File: config.mk
export PLATFORM = sky130hd
export DESIGN_NAME = store_drain_ctrl
export DESIGN_NICKNAME = d
export VERILOG_FILES = /design/src/rtl/store_drain_ctrl.sv
export SDC_FILE = /design/constraint.sdc
export NUM_CORES = 1
export LEC_CHECK = 0
export CELL_PAD_IN_SITES_DETAIL_PLACEMENT = 1
export CELL_PAD_IN_SITES_GLOBAL_PLACEMENT = 2
export CORE_MARGIN = 2
export CORE_UTILIZATION = 31
export CTS_BUF_LIST = sky130_fd_sc_hd__clkbuf_8
export CTS_CLUSTER_DIAMETER = 80
export DETAILED_ROUTE_END_ITERATION = 12
export PLACE_DENSITY_LB_ADDON = 0.12
export SLEW_MARGIN = 20
export SYNTH_ARGS = -nofsm -noshare
export SYNTH_HDL_FRONTEND = slang
export SYNTH_SLANG_ARGS = --single-unit
File: constraint.sdc
create_clock -name clk -period 7.5 [get_ports clk]
set_clock_uncertainty 0.1 [all_clocks]
set_input_delay 1.5 -clock clk [delete_from_list [all_inputs] [get_ports clk]]
set_output_delay 1.5 -clock clk [all_outputs]
set_load 0.1 [all_outputs]
File: src/rtl/store_drain_ctrl.sv
// Store buffer pointer bookkeeping plus in-order drain of committed stores,
// sharing the single data-memory port with loads.
module store_drain_ctrl #(
    parameter int DEPTH        = 16,
    parameter int AW           = 16,
    parameter int DW           = 8,
    parameter int DRAIN_THRESH = 8,
    parameter int STARVE_LIMIT = 4
) (
    input  logic                     clk,
    input  logic                     rst_n,
    input  logic                     alloc_valid,
    output logic                     alloc_ready,
    output logic [$clog2(DEPTH)-1:0] alloc_idx,
    input  logic                     commit_valid,
    input  logic                     flush,
    output logic [$clog2(DEPTH)-1:0] sb_rd_idx,
    input  logic [AW-1:0]            sb_addr,
    input  logic [DW-1:0]            sb_data,
    input  logic                     ld_req,
    input  logic [AW-1:0]            ld_addr,
    output logic                     ld_grant,
    output logic                     ld_done,
    output logic                     mem_req,
    output logic                     mem_we,
    output logic [AW-1:0]            mem_addr,
    output logic [DW-1:0]            mem_wdata,
    input  logic                     mem_ack,
    output logic [$clog2(DEPTH):0]   occupancy,
    output logic [$clog2(DEPTH):0]   committed_cnt,
    output logic                     empty
);

    localparam int IW = $clog2(DEPTH);
    localparam int PW = IW + 1;
    localparam int SW = $clog2(STARVE_LIMIT + 1);

    typedef enum logic [1:0] {
        IDLE,
        LOAD,
        STORE
    } state_t;

    state_t        state, state_nxt;
    logic [PW-1:0] alloc_ptr, commit_ptr, drain_ptr;
    logic [PW-1:0] alloc_ptr_nxt, commit_ptr_nxt, drain_ptr_nxt;
    logic [SW-1:0] starve_cnt, starve_nxt;
    logic          mem_req_nxt, mem_we_nxt;
    logic [AW-1:0] mem_addr_nxt;
    logic [DW-1:0] mem_wdata_nxt;
    logic          has_committed;
    logic          store_sel;

    // Status is derived from registered pointers only, so a drain frees its
    // slot one cycle after the ack.
    assign occupancy     = alloc_ptr - drain_ptr;
    assign committed_cnt = commit_ptr - drain_ptr;
    assign empty         = (occupancy == '0);
    assign alloc_ready   = (occupancy < PW'(DEPTH));
    assign alloc_idx     = alloc_ptr[IW-1:0];
    assign sb_rd_idx     = drain_ptr[IW-1:0];
    assign has_committed = (committed_cnt != '0);

    always_comb begin
        commit_ptr_nxt = commit_ptr;
        alloc_ptr_nxt  = alloc_ptr;
        if (commit_valid && (commit_ptr != alloc_ptr)) begin
            commit_ptr_nxt = commit_ptr + PW'(1);
        end
        // Flush rewinds to the commit point after this cycle's commit.
        if (flush) begin
            alloc_ptr_nxt = commit_ptr_nxt;
        end else if (alloc_valid && alloc_ready) begin
            alloc_ptr_nxt = alloc_ptr + PW'(1);
        end
    end

    always_comb begin
        state_nxt     = state;
        drain_ptr_nxt = drain_ptr;
        starve_nxt    = starve_cnt;
        mem_req_nxt   = mem_req;
        mem_we_nxt    = mem_we;
        mem_addr_nxt  = mem_addr;
        mem_wdata_nxt = mem_wdata;
        ld_grant      = 1'b0;
        ld_done       = 1'b0;
        store_sel     = has_committed &&
                        ((committed_cnt >= PW'(DRAIN_THRESH)) ||
                         (starve_cnt >= SW'(STARVE_LIMIT)) || !ld_req);
        case (state)
            IDLE: begin
                if (store_sel) begin
                    mem_addr_nxt  = sb_addr;
                    mem_wdata_nxt = sb_data;
                    mem_we_nxt    = 1'b1;
                    mem_req_nxt   = 1'b1;
                    starve_nxt    = '0;
                    state_nxt     = STORE;
                end else if (ld_req) begin
                    ld_grant     = rst_n;
                    mem_addr_nxt = ld_addr;
                    mem_we_nxt   = 1'b0;
                    mem_req_nxt  = 1'b1;
                    if (has_committed && (starve_cnt < SW'(STARVE_LIMIT))) begin
                        starve_nxt = starve_cnt + SW'(1);
                    end
                    state_nxt = LOAD;
                end
            end
            STORE: begin
                if (mem_ack) begin
                    drain_ptr_nxt = drain_ptr + PW'(1);
                    mem_req_nxt   = 1'b0;
                    state_nxt     = IDLE;
                end
            end
            LOAD: begin
                if (mem_ack) begin
                    ld_done     = 1'b1;
                    mem_req_nxt = 1'b0;
                    state_nxt   = IDLE;
                end
            end
            default: state_nxt = IDLE;
        endcase
    end

    always_ff @(posedge clk or negedge rst_n) begin
        if (!rst_n) begin
            state      <= IDLE;
            alloc_ptr  <= '0;
            commit_ptr <= '0;
            drain_ptr  <= '0;
            starve_cnt <= '0;
            mem_req    <= 1'b0;
            mem_we     <= 1'b0;
            mem_addr   <= '0;
            mem_wdata  <= '0;
        end else begin
            state      <= state_nxt;
            alloc_ptr  <= alloc_ptr_nxt;
            commit_ptr <= commit_ptr_nxt;
            drain_ptr  <= drain_ptr_nxt;
            starve_cnt <= starve_nxt;
            mem_req    <= mem_req_nxt;
            mem_we     <= mem_we_nxt;
            mem_addr   <= mem_addr_nxt;
            mem_wdata  <= mem_wdata_nxt;
        end
    end

endmodule

==> results.yml <==
route:
  vias: 2636
  post_drt_wl_per_cell_um: 16.71
  first_pass_iters: 4
  ant_nets: 0
  drc: 0
  wl_mm: 8.754
  drt_iter0_markers: 36
  via_per_inst: 5.031
logic_synthesis:
  yosysWarnings: 0
  synth_xor_area_share_pct: 7.022
  ys_ff_latch: 46
  synth_mux_area_share_pct: 4.048
  synth_edf_count: 0
  synth_flop_cell: "dfrtp_1"
  yosys.area.top_type: "dfrtp_1"
  yosys.area_share.simple_pct: 7.394
  synth_top_area_share_pct: 38.00
  synth-async-reset-ratio_pct: 100.0
  ys_top_cells_by_area: "dfrtp_1, ha_1, o211ai_1"
  synthCells: 305
  yosysSeqAreaShare_pct: 38.00
  synth_top_family_by_area: "compound AO/OA/AOI/OAI gates"
  avgSynthCellArea_um2: 9.932
  synth_nets: 370
  synth_cell_type_count: 51
  syn-cell-area_um2: 3029
  synthAdderAreaFrac_pct: 7.931
  synth-compound-area-share_pct: 26.52
global_routing:
  globalRoute.busiestLayer: "met2"
  grt_pass1_vias: 2760
  overflow: 0
  use_met1_pct: 22.25
  antenna_found_initial: 0
  grt_max_degree: 48
  grt_usage_pct: 16.81
  use_met3_pct: 2.780
  grt_use_met2_pct: 29.21
  grt_pass1_wl_mm: 13.94
placement:
  placed_area_um2: 4083
  place.gp.congestion: 0.7777
  dp_hpwl_mm: 6.398
  portBuffers: 94
clocking:
  clock-root-buffer: "clkbuf_8"
  ctsResizeCount: 0
  cts_setup_buffers: 0
  htree_levels: 2
  clock_latency_ns: 0.31
  cts_sinks: 46
  cts_buffers: 5
  cts_tree: "built"
  hold_buffers: 0
  cts_max_path_buffers: 2
  clk_pin_slew_ns: 0.10
final_layout:
  fin_area_um2: 4178
  layout.nets: 455
  num_antenna_cells: 0
  drive_gt1_share_pct: 8.951
  synthToLayoutAreaGrowth_pct: 37.92
  layout_commonest_cell: "clkdlybuf4s50_1"
  mostFrequentLayoutCells: "clkdlybuf4s50_1, dfrtp_1, inv_1, o211ai_1"
run_status:
  status: "finished clean"
floorplanning:
  die_w_um: 102.9
  ioPinCount: 95
  die_h_um: 102.9
  start_util_pct: 31.43
  rows: 36
  core_um2: 9639
  die_area_um2: 10580
sta:
  relSlewSlack_pct: 32.87
  rsz0062_at_grt: "false"
  min_period_over_period_pct: 75.80
  worst_pin_slew_ns: 1.004
  fmax_ghz: 0.1759
  finalSetupViolCount: 0
  layout_min_cycle_time_ns: 5.685
  slew_viol_final: 0
  hold_viol: 0
  tns_ns: 0
setup_path:
  crit_type: "in -> out"
  r2r_cells: 9
  critPathMaxFanout: 19
  reg2reg_from: "commit_ptr[0]"
  cp-end-kind: "output pin"
  critical_path_required_ns: 5.90
  r2r-end: "mem_wdata[7]"
  setup.worst_path.start_class: "primary input"
  r2r_slack_ns: 4.42
  arrival_ns: 4.09
job:
  drv_cap: 0
worst_hold_path:
  hold_class: "reg -> reg"
  hp-start: "mem_req"
  hold_depth: 1
  whs_endpoint: "mem_req"
==> worst max-delay path, stage by stage <==
cell	delay, ns
clkdlybuf4s50_1	0.62
a21oi_2	0.09
buf_4	0.21
nor4_1	0.32
and3_1	0.21
clkdlybuf4s50_1	1.12
==> metrics by stage <==
| stage | instances | utilization, % | hold WS [ns] | setup WS (ns) |
|---|---|---|---|---|
| final | 524 | 43.34 | 0.4107 | 1.815 |
| after global routing | 524 | 43.34 | 0.4262 | 1.698 |
| after CTS | 524 | 43.34 | 0.4169 | 1.792 |
| after detailed placement | 516 | 42.35 | 0.3915 | 1.781 |
| after global placement | 516 | 42.35 | 0.3805 | 1.832 |
| after floorplan | 305 | - | 0.3661 | 0.8066 |
==> cell families after synthesis <==
family / Yosys count
buf+inv: 64
fa+ha+maj: 18
xor+xnor: 21
compound gates: 104
simple gates: 41
flops: 46
mux: 11
==> registers in the layout, summed over array words and instances, names as in the netlist <==
| name | flops |
|---|---|
| drain_ptr | 5 |
| mem_we | 1 |
| commit_ptr | 5 |
| mem_wdata | 8 |
| mem_req | 1 |
| alloc_ptr | 5 |
| starve_cnt | 3 |
| mem_addr | 16 |
| state | 2 |
==> synth_stat cells, types with 2 or more instances <==
library cell and number:
a21o_1 17, a21oi_1 8, a22o_1 2, a32oi_1 16
and2_1 3, buf_2 4, buf_4 8, clkbuf_1 11
dfrtp_1 46, fa_1 2, ha_1 16, inv_1 39
mux2_2 10, nand2_1 10, nand2b_1 4, nand4_1 7
nor2_1 5, nor4_1 4, o211ai_1 21, o21a_1 2
o21ai_0 3, o21ai_1 2, o2bb2ai_1 4, o31ai_1 17
xnor2_1 10, xnor2_2 2, xor2_1 8
==> final cells by class <==
cell class                      count  area [um^2]
Tap cell                          133        166.4
Clock inverter                      3        26.28
Inverter                           40        150.1
Multi-Input combinational cell    195         1619
Clock buffer                        5        68.82
Fill cell                        1135         5461
Timing Repair Buffer              102        996.0
Sequential cell                    46         1151
==> layer usage <==
layer / part of all wire, % / wire [um]
met3: 4.0 / 349
met5: 0 / 0
met1: 46 / 3992
met4: 0.55 / 48
met2: 50 / 4364
==> how the worst max path moves through the flow <==
stage | slack (ns) | depth (start not counted) | from | end
2_1_floorplan | 0.81 | 7 | alloc_ptr[0] | empty
3_3_place_gp | 1.83 | 6 | ld_req | ld_grant
3_5_place_dp | 1.78 | 6 | ld_req | ld_grant
4_1_cts | 1.79 | 6 | ld_req | ld_grant
5_1_grt | 1.70 | 10 | commit_ptr[0] | ld_grant
6_report | 1.81 | 6 | ld_req | ld_grant
Power is left out: the tool's default activity adds up to more than one toggle a clock period on the data nets, which glitch-free logic cannot reach.
